$ cat src/rtl/dma_pkg.sv
// dma_pkg: shared types for the DRAM<->SRAM block-move engine.
//   cmd_t   : 2-bit command encoding presented by the core.
//   state_t : 3-bit FSM state encoding of dma_engine.
//   is_xfer_cmd : true for the two commands that start a transfer.
package dma_pkg;

    typedef enum logic [1:0] {
        CMD_IDLE = 2'b00,
        CMD_D2S  = 2'b01,
        CMD_S2D  = 2'b10,
        CMD_RSVD = 2'b11
    } cmd_t;

    typedef enum logic [2:0] {
        IDLE    = 3'd0,
        D2S_RD  = 3'd1,
        D2S_WR  = 3'd2,
        S2D_RD  = 3'd3,
        S2D_CAP = 3'd4,
        S2D_WR  = 3'd5,
        DONE    = 3'd6
    } state_t;

    function automatic logic is_xfer_cmd(input logic [1:0] c);
        return (c == CMD_D2S) || (c == CMD_S2D);
    endfunction

endpackage

$ cat src/rtl/dma_xfer_counter.sv
// dma_xfer_counter: DRAM/SRAM word pointers and remaining-word count.
//   clk, reset      : clock, synchronous active-low reset
//   load, dir       : capture pointers/count at command acceptance
//   advance         : step both pointers by one word, decrement the count
//   src/dest_address, width : command operands
//   dram_ptr/sram_ptr       : current pointers
//   dram_next/sram_next     : pointers one word ahead (wrapping)
//   last            : current word is the final one (rest == 1)
module dma_xfer_counter
    import dma_pkg::*;
#(
    parameter int DATA_W  = 32,
    parameter int ADDR_W  = 32,
    parameter int SRAM_AW = 14,
    parameter int LEN_W   = 10
) (
    input  logic               clk,
    input  logic               reset,
    input  logic               load,
    input  cmd_t               dir,
    input  logic               advance,
    input  logic [ADDR_W-1:0]  src_address,
    input  logic [ADDR_W-1:0]  dest_address,
    input  logic [LEN_W-1:0]   width,
    output logic [ADDR_W-1:0]  dram_ptr,
    output logic [SRAM_AW-1:0] sram_ptr,
    output logic [ADDR_W-1:0]  dram_next,
    output logic [SRAM_AW-1:0] sram_next,
    output logic               last
);

    localparam int STRIDE = DATA_W / 8;

    logic [ADDR_W-1:0]  dram_ptr_r;
    logic [SRAM_AW-1:0] sram_ptr_r;
    logic [LEN_W-1:0]   rest_r;

    // Pointer increments wrap naturally through the truncating widths.
    assign dram_next = dram_ptr_r + ADDR_W'(STRIDE);
    assign sram_next = sram_ptr_r + SRAM_AW'(STRIDE);
    assign dram_ptr  = dram_ptr_r;
    assign sram_ptr  = sram_ptr_r;
    assign last      = (rest_r == LEN_W'(1));

    // Pointer and count registers: load on acceptance, step per completed word.
    always_ff @(posedge clk) begin
        if (!reset) begin
            dram_ptr_r <= '0;
            sram_ptr_r <= '0;
            rest_r     <= '0;
        end else if (load) begin
            if (dir == CMD_D2S) begin
                dram_ptr_r <= src_address;
                sram_ptr_r <= dest_address[SRAM_AW-1:0];
            end else begin
                dram_ptr_r <= dest_address;
                sram_ptr_r <= src_address[SRAM_AW-1:0];
            end
            rest_r <= width;
        end else if (advance) begin
            dram_ptr_r <= dram_next;
            sram_ptr_r <= sram_next;
            rest_r     <= rest_r - LEN_W'(1);
        end else begin
            dram_ptr_r <= dram_ptr_r;
            sram_ptr_r <= sram_ptr_r;
            rest_r     <= rest_r;
        end
    end

endmodule

$ cat src/rtl/dma_engine.sv
// dma_engine: bidirectional block mover between DRAM (request/valid) and
// synchronous SRAM. Stalls the core for the whole transfer and pulses
// dmaValid for one cycle at completion.
//   clk, reset (sync, active-low), cmd (00 idle, 01 D2S, 10 S2D, 11 ignored)
//   srcAddress, destAddress, width : operands, sampled only in IDLE
//   sramAddress/WriteData/WriteEnable, sramReadData (1-cycle latency)
//   dramAddress/WriteData, dramRead/WriteEnable (held until dramValid),
//   dramReadData, dramValid
//   stall (combinational), dmaValid (registered done pulse)
module dma_engine
    import dma_pkg::*;
#(
    parameter int DATA_W  = 32,
    parameter int ADDR_W  = 32,
    parameter int SRAM_AW = 14,
    parameter int LEN_W   = 10
) (
    input  logic               clk,
    input  logic               reset,
    input  logic [1:0]         cmd,
    input  logic [ADDR_W-1:0]  srcAddress,
    input  logic [ADDR_W-1:0]  destAddress,
    input  logic [LEN_W-1:0]   width,
    input  logic [DATA_W-1:0]  sramReadData,
    output logic [SRAM_AW-1:0] sramAddress,
    output logic [DATA_W-1:0]  sramWriteData,
    output logic               sramWriteEnable,
    output logic [ADDR_W-1:0]  dramAddress,
    output logic [DATA_W-1:0]  dramWriteData,
    output logic               dramReadEnable,
    output logic               dramWriteEnable,
    input  logic [DATA_W-1:0]  dramReadData,
    input  logic               dramValid,
    output logic               stall,
    output logic               dmaValid
);

    state_t             state_r;
    logic [DATA_W-1:0]  data_buf_r;
    logic               load_s;
    logic               advance_s;
    logic               last_s;
    logic [ADDR_W-1:0]  dram_ptr_s;
    logic [ADDR_W-1:0]  dram_next_s;
    logic [SRAM_AW-1:0] sram_ptr_s;
    logic [SRAM_AW-1:0] sram_next_s;

    dma_xfer_counter #(
        .DATA_W  (DATA_W),
        .ADDR_W  (ADDR_W),
        .SRAM_AW (SRAM_AW),
        .LEN_W   (LEN_W)
    ) u_counter (
        .clk          (clk),
        .reset        (reset),
        .load         (load_s),
        .dir          (cmd_t'(cmd)),
        .advance      (advance_s),
        .src_address  (srcAddress),
        .dest_address (destAddress),
        .width        (width),
        .dram_ptr     (dram_ptr_s),
        .sram_ptr     (sram_ptr_s),
        .dram_next    (dram_next_s),
        .sram_next    (sram_next_s),
        .last         (last_s)
    );

    // High during the acceptance cycle too, so the core holds immediately.
    assign stall = (state_r != IDLE) | is_xfer_cmd(cmd);

    // Counter control: load on acceptance, advance once a word is fully written.
    always_comb begin
        load_s    = 1'b0;
        advance_s = 1'b0;
        case (state_r)
            IDLE:    load_s    = is_xfer_cmd(cmd);
            D2S_WR:  advance_s = 1'b1;
            S2D_WR:  advance_s = dramValid;
            default: begin
                load_s    = 1'b0;
                advance_s = 1'b0;
            end
        endcase
    end

    // FSM; outputs are registered by decoding them for the state being entered,
    // so the pointers used are the values the counter holds after this edge.
    always_ff @(posedge clk) begin
        if (!reset) begin
            state_r         <= IDLE;
            data_buf_r      <= '0;
            sramAddress     <= '0;
            sramWriteData   <= '0;
            sramWriteEnable <= 1'b0;
            dramAddress     <= '0;
            dramWriteData   <= '0;
            dramReadEnable  <= 1'b0;
            dramWriteEnable <= 1'b0;
            dmaValid        <= 1'b0;
        end else begin
            sramAddress     <= '0;
            sramWriteData   <= '0;
            sramWriteEnable <= 1'b0;
            dramAddress     <= '0;
            dramWriteData   <= '0;
            dramReadEnable  <= 1'b0;
            dramWriteEnable <= 1'b0;
            dmaValid        <= 1'b0;
            case (state_r)
                IDLE: begin
                    if (is_xfer_cmd(cmd)) begin
                        if (width == '0) begin
                            state_r  <= DONE;
                            dmaValid <= 1'b1;
                        end else if (cmd == CMD_D2S) begin
                            state_r        <= D2S_RD;
                            dramReadEnable <= 1'b1;
                            dramAddress    <= srcAddress;
                        end else begin
                            state_r     <= S2D_RD;
                            sramAddress <= srcAddress[SRAM_AW-1:0];
                        end
                    end else begin
                        state_r <= IDLE;
                    end
                end
                D2S_RD: begin
                    if (dramValid) begin
                        data_buf_r      <= dramReadData;
                        state_r         <= D2S_WR;
                        sramWriteEnable <= 1'b1;
                        sramAddress     <= sram_ptr_s;
                        sramWriteData   <= dramReadData;
                    end else begin
                        state_r        <= D2S_RD;
                        dramReadEnable <= 1'b1;
                        dramAddress    <= dram_ptr_s;
                    end
                end
                D2S_WR: begin
                    if (last_s) begin
                        state_r  <= DONE;
                        dmaValid <= 1'b1;
                    end else begin
                        state_r        <= D2S_RD;
                        dramReadEnable <= 1'b1;
                        dramAddress    <= dram_next_s;
                    end
                end
                S2D_RD: begin
                    state_r <= S2D_CAP;
                end
                S2D_CAP: begin
                    // SRAM data for the address shown last cycle is valid now.
                    data_buf_r      <= sramReadData;
                    state_r         <= S2D_WR;
                    dramWriteEnable <= 1'b1;
                    dramAddress     <= dram_ptr_s;
                    dramWriteData   <= sramReadData;
                end
                S2D_WR: begin
                    if (dramValid) begin
                        if (last_s) begin
                            state_r  <= DONE;
                            dmaValid <= 1'b1;
                        end else begin
                            state_r     <= S2D_RD;
                            sramAddress <= sram_next_s;
                        end
                    end else begin
                        state_r         <= S2D_WR;
                        dramWriteEnable <= 1'b1;
                        dramAddress     <= dram_ptr_s;
                        dramWriteData   <= data_buf_r;
                    end
                end
                DONE: begin
                    state_r <= IDLE;
                end
                default: begin
                    state_r <= IDLE;
                end
            endcase
        end
    end

endmodule

$ cat config.mk
export PLATFORM = sky130hd
export DESIGN_NAME = dma_engine
export DESIGN_NICKNAME = d
export VERILOG_FILES = /design/src/rtl/dma_pkg.sv /design/src/rtl/dma_xfer_counter.sv /design/src/rtl/dma_engine.sv
export SDC_FILE = /design/constraint.sdc
export NUM_CORES = 1
export LEC_CHECK = 0
export BUFFER_PORTS_ARGS = -buffer_cell sky130_fd_sc_hd__clkbuf_2
export CORE_ASPECT_RATIO = 0.5
export CORE_MARGIN = 2
export CORE_UTILIZATION = 25
export CTS_CLUSTER_DIAMETER = 60
export DETAILED_ROUTE_END_ITERATION = 10
export PLACE_DENSITY = 0.53
export RECOVER_POWER = 100
export SETUP_SLACK_MARGIN = 0.1
export SYNTH_ARGS = -nofsm -noshare
export SYNTH_HDL_FRONTEND = slang
export SYNTH_SLANG_ARGS = --single-unit
$ cat constraint.sdc
create_clock -name clk -period 2.5 [get_ports clk]
set_input_delay 0.125 -clock clk [delete_from_list [all_inputs] [get_ports clk]]
set_output_delay 0.125 -clock clk [all_outputs]
set_load 0.03 [all_outputs]
-- After elaboration in Yosys (flattened, before gate mapping)
Cells that the tools add are included.
- register bits: 205
- output and inout port bits: 115
- logic and storage cells: 84
- input bits: 143
- $add $sub $neg: 3
- muxes and demuxes: 48
- bitwise logic cells: 1
- reductions and logical operators: 10
- eq/ne operators: 9
- operators with widths (kind ; count):
    32-bit 2-to-1 mux ; 10
    32-bit one-hot mux with 2 select lines ; 2
    32-bit one-hot mux with 4 select lines ; 1
    14-bit 2-to-1 mux ; 9
    14-bit one-hot mux with 3 select lines ; 1
    32-bit by 3-bit adder with 32-bit output (second input constant) ; 1
    10-bit 2-to-1 mux ; 2
    3-bit one-hot mux with 6 select lines ; 1
    3-bit 2-to-1 mux ; 5
    14-bit by 3-bit adder with 14-bit output (second input constant) ; 1
    1-bit 2-to-1 mux ; 11
    10-bit by 1-bit == test with 1-bit output (second input constant) ; 1
    10-bit logical NOT ; 1
    10-bit by 1-bit subtractor with 10-bit output (second input constant) ; 1
    3-bit by 2-bit == test with 1-bit output (second input constant) ; 2
    3-bit == test (second input constant) ; 2
    1-bit one-hot mux with 3 select lines ; 2
    2-bit 2-to-1 mux ; 2
    1-bit one-hot mux with 2 select lines ; 2
    2-bit AND reduction ; 2
    2-bit nonzero test ; 2
    3-bit by 1-bit == test with 1-bit output (second input constant) ; 1
    3-bit logical NOT ; 1
    3-bit AND reduction ; 1
    other kinds (7) ; 7

-- Longest topological paths before layout
- word-level depth: 5
- gate-level depth with buffers: 9
- mapped depth without buffers: 7

-- Modules after synthesis
From an unflattened synthesis, not the netlist that was laid out.
- cell total of the unflattened synthesis: 1217
- area total of the unflattened synthesis: 10392.5 µm²
- by module, submodules not included (module ; area an instance (µm²) ; cells each ; sequential area each (µm²) ; instances):
    dma_engine ; 6332.3 ; 647 ; 2982.9 ; 1
    dma_xfer_counter ; 4060.1 ; 570 ; 1121.1 ; 1

-- Least setup slack after synthesis
No wires, ideal clock.
- kind: register -> register
- start: reg state_r[2]
- end: reg u_counter.rest_r[9]
- clock period less this slack: 1.974 ns
- stages on the path, launching flop included: 7
- arrival: 1.904 ns
- setup slack: 0.526 ns
- setup time: 0.070 ns
- required time: 2.430 ns
- path buffers: 1
- cells stage by stage: dfxtp_1 > buf_2 > or3b_2 > a211oi_1 > nor2b_1 > mux2_1 > a21oi_1
- cells in the longest elaborated chain, start to end: 3
- elaborated cells between the ends (all ways): 7
- those cells by class: eq/ne (2); mux (3); reduce/logical (2)
- RTL lines (what ; line ; text):
    from (decl) ; dma_engine.sv:38 ; state_t state_r;
    from (signal assigned) ; dma_engine.sv:91 ; state_r <= IDLE;
    from (signal assigned) ; dma_engine.sv:114 ; state_r <= DONE;
    from (signal assigned) ; dma_engine.sv:117 ; state_r <= D2S_RD;
    3-bit == test, or another cell as far along ; dma_engine.sv:76 ; case (state_r)
    1-bit one-hot mux with 2 select lines or 1-bit 2-to-1 mux (tied branches) ; dma_engine.sv:76 ;
    2-bit nonzero test (no line) or 10-bit 2-to-1 mux (tied branches) ; - ;
    to (signal assigned) ; dma_xfer_counter.sv:59 ; rest_r <= width;
    to (signal assigned) ; dma_xfer_counter.sv:63 ; rest_r <= rest_r - LEN_W'(1);
    to (signal assigned) ; dma_xfer_counter.sv:67 ; rest_r <= rest_r;
    to (decl) ; dma_xfer_counter.sv:36 ; logic [LEN_W-1:0] rest_r;
Parallel ways exist; a longest one is shown, timed or not.
A chain may end at the register's enable or synchronous reset.

-- Worst setup path after layout
- start: reg u_counter.dram_ptr_r[19] (netlist: u_counter.dram_ptr[19])
- end: reg u_counter.dram_ptr_r[29] (netlist: u_counter.dram_ptr[29])
- cells in the longest elaborated chain, start to end: 3
- RTL lines (what ; line ; text):
    from (decl) ; dma_xfer_counter.sv:34 ; logic [ADDR_W-1:0] dram_ptr_r;
    from (signal assigned) ; dma_xfer_counter.sv:53 ; dram_ptr_r <= src_address;
    from (signal assigned) ; dma_xfer_counter.sv:56 ; dram_ptr_r <= dest_address;
    from (signal assigned) ; dma_xfer_counter.sv:61 ; dram_ptr_r <= dram_next;
    32-bit by 3-bit adder with 32-bit output ; dma_xfer_counter.sv:39 ; assign dram_next = dram_ptr_r + ADDR_W'(STRIDE);
    32-bit 2-to-1 mux ; dma_xfer_counter.sv:60 ; end else if (advance) begin
    32-bit 2-to-1 mux ; dma_xfer_counter.sv:51 ; end else if (load) begin
Every way passes these cells. The select of a mux whose other input is x is not followed.

==> metrics.md <==
| Metric | Value |
|---|---|
| DRT Pass-1 Iters | `5` |
| Post-Synthesis Cells | `1,129` |
| Worst Path Required | `2.90 ns` |
| Synth Area in Compound Gates | `21.27%` |
| HPWL Detailed | `23.99 mm` |
| Area Growth Syn to Fin | `37.67%` |
| Core Area | `38,730 µm²` |
| Final period util | `92.30%` |
| Crit-path max FO | `10` |
| Yosys top cell area share | `42.00%` |
| Syn_nets | `1,278` |
| Slew margin rel. | `39.71%` |
| Cell Pwr Density | `837.7 nW/µm²` |
| Hold Crit Class | `in -> reg` |
| IO Count | `258` |
| Synth area leaders | `dfxtp_1 42%, mux2i_1 4.8%, a21oi_1 4.5%, nand2_1 4.3%, nor2_1 4.1%` |
| PortBufs | `257` |
| Die width | `283.6 µm` |
| Vias in the first global route | `9,103` |
| Pre-CTS setup slack | `0.1693 ns` |
| Count of final setup violators | `0` |
| Grt total ovfl | `0` |
| Final Net Count | `1,628` |
| Layout cells sized above 1 | `17.83%` |
| Fin crit period | `2.307 ns` |
| CTS tree | `built` |
| CTS HTree Levels | `1` |
| Ys flop type | `dfxtp_1` |
| Maximum vdd drop | `452.6 µV` |
| Cell taking the most area after synthesis | `dfxtp_1` |
| Residual DRC | `0` |
| Unique masters post-synth | `73` |
| Fmax | `433.4 MHz` |
| Synth warnings | `0` |
| XOR/XNOR share of the synthesized area | `2.868%` |
| Wire length of the first global-routing pass | `52.67 mm` |
| Simple-Gate Fraction of Synth Area | `21.15%` |
| Mux share of post-synthesis cell area | `7.119%` |
| Sequential fraction of the synthesis area | `42.00%` |
| CP startpoint kind | `flip-flop` |
| Clk root buf | `clkbuf_16` |
| Post-synthesis register bit count | `205` |
| Crit path DAT | `2.71 ns` |
| Clk sinks | `205` |
| Initial antenna violation count | `1` |
| Final Hold Fails | `0` |
| Largest net degree at the start of global routing | `73` |
| Post-Synth Adder-Cell Area | `0.7682%` |
| Die area | `40,780 µm²` |
| Setup TNS Final | `0 ns` |
| Chip height | `143.8 µm` |
| 1st-iter DRT viols | `680` |
| Slew @ Worst Pin | `0.8974 ns` |
| RSZ-0062 raised after global routing | `false` |
| CTS Buf Count | `23` |
| Clock buffer depth | `3` |
| GPL Wtd Cong | `0.8400` |
| Drt total wl | `34.94 mm` |
| Worst-Skew Late Latency | `0.54 ns` |
| Initial Util | `25.23%` |
| Commonest non-fill, non-tap cell in the layout | `dfxtp_1` |
| Site row count | `51` |
| Worst Setup Path Type | `reg -> reg` |
| Leak Pwr | `4.844 nW` |
| Post-Syn Area | `9772 µm²` |
| Final ANT Viol Nets | `0` |
| Main combinational cell family by area after synthesis | `compound AO/OA/AOI/OAI gates` |
| Routed WL per cell | `17.27 µm` |
| Syn_area_per_cell | `8.655 µm²` |
| MaxCap Viol Count | `0` |
| GR Util All Layers | `16.19%` |
| Post-synth ARST share | `0%` |
| Max Clock Skew | `0.01181 ns` |
| Status | `complete, no violations` |
| Vias | `9,706` |
| Commonest non-fill, non-tap cells in the layout | `205 x dfxtp_1, 147 x clkbuf_2, 122 x clkbuf_1` |
| Min setup slack post-route | `0.1925 ns` |
| CP endpoint kind | `flip-flop` |
| DR vias/cell | `4.798` |
| Reg clk slew, reported paths | `0.06 ns` |
| Slew Limit Fails | `0` |
| EDFF count, synth | `0` |
==> where the power goes <==
group	switching (mW)	total, mW	internal (mW)
sequential	0.527	4.32	3.80
combinational	2.16	3.50	1.34
clock	1.47	3.45	1.98
==> Yosys cell counts, types with 22 or more instances <==
library cell / number
dfxtp_1: 205
nand2_1: 111
nor2_1: 106
a21oi_1: 87
clkbuf_1: 49
mux2i_1: 47
o21ai_0: 45
and2_1: 39
nand3_1: 36
buf_2: 29
o21a_1: 28
a211oi_1: 23
a22oi_1: 22
==> metrics by stage <==
| step | total power [mW] | utilization [%] | hold slack, ns | instances | instance area [µm²] |
|---|---|---|---|---|---|
| 2_1_floorplan | 6.648 | - | 0.2410 | 1129 | 9772 |
| 3_3_place_gp | 7.815 | 30.36 | 0.3454 | 1864 | 11760 |
| 5_1_grt | 11.88 | 34.73 | 0.02190 | 2023 | 13450 |
| 3_5_place_dp | 7.816 | 30.36 | 0.3502 | 1864 | 11760 |
| 4_1_cts | 11.44 | 35.34 | 0.001036 | 2020 | 13690 |
| 6_report | 11.27 | 34.73 | 0.009739 | 2023 | 13450 |
==> critical path, stage by stage, from the launching register on <==
cell     delay [ns]
dfxtp_1        0.48
nand3_2        0.19
or4_1          0.73
nor4_1         0.44
xnor2_1        0.21
o22ai_1        0.13
==> state kept, by name (all words and copies together), names as in the netlist <==
name / flops
data_buf_r: 32
dmaValid: 1
dramAddress: 32
dramReadEnable: 1
dramWriteData: 32
dramWriteEnable: 1
sramAddress: 14
sramWriteData: 32
sramWriteEnable: 1
state_r: 3
u_counter.dram_ptr: 32
u_counter.rest_r: 10
u_counter.sram_ptr: 14
==> timing repair <==
| item | in CTS | in global routing |
|---|---|---|
| setup buffers | 0 | 2 |
| endpoints found under the hold margin | 162 | 0 |
| gates resized for setup | 0 | 1 |
| endpoints found under the setup margin | 0 | 4 |
| hold buffers | 118 | 0 |
==> worst paths after layout <==
check	startpoint	endpoint	slack, ns	depth (start not counted)
worst max-delay path	u_counter.dram_ptr[19]	u_counter.dram_ptr[29]	0.19	5
worst max register to register	u_counter.dram_ptr[19]	u_counter.dram_ptr[29]	0.19	5
worst min register to register	data_buf_r[30]	data_buf_r[30]	0.45	2
worst min-delay path	destAddress[23]	u_counter.dram_ptr[23]	0.01	4
==> cell families (layout without fill, tap and decap cells) <==
| kind of cell | Yosys count | count (layout) |
|---|---|---|
| buffers and inverters | 109 | 472 |
| xor gates and xnor gates | 32 | 32 |
| other | 0 | 1 |
| and+or+nand+nor | 398 | 398 |
| AOI/OAI and AO/OA | 312 | 312 |
| muxes | 67 | 67 |
| adders and majority gates | 6 | 6 |
| DFF | 205 | 205 |
==> cell type report <==
type,count,area [µm²]
multi-input combinational,815,5175
tap,530,663.1
clock inverter,6,78.83
timing repair buffer,423,2719
clock buffer,32,669.4
fill,4070,25280
antenna,1,2.502
inverter,11,41.29
sequential,205,4104
==> metal layers <==
layer | up-vias | part of all wire (%) | track usage [%]
li1 | 4792 | - | -
met1 | 4636 | 44 | 20.40
met2 | 208 | 48 | 27.88
met5 | - | 0 | 0
met4 | 0 | 3.6 | 6.321
met3 | 70 | 3.6 | 2.683
(Power assumes the default switching activity.)
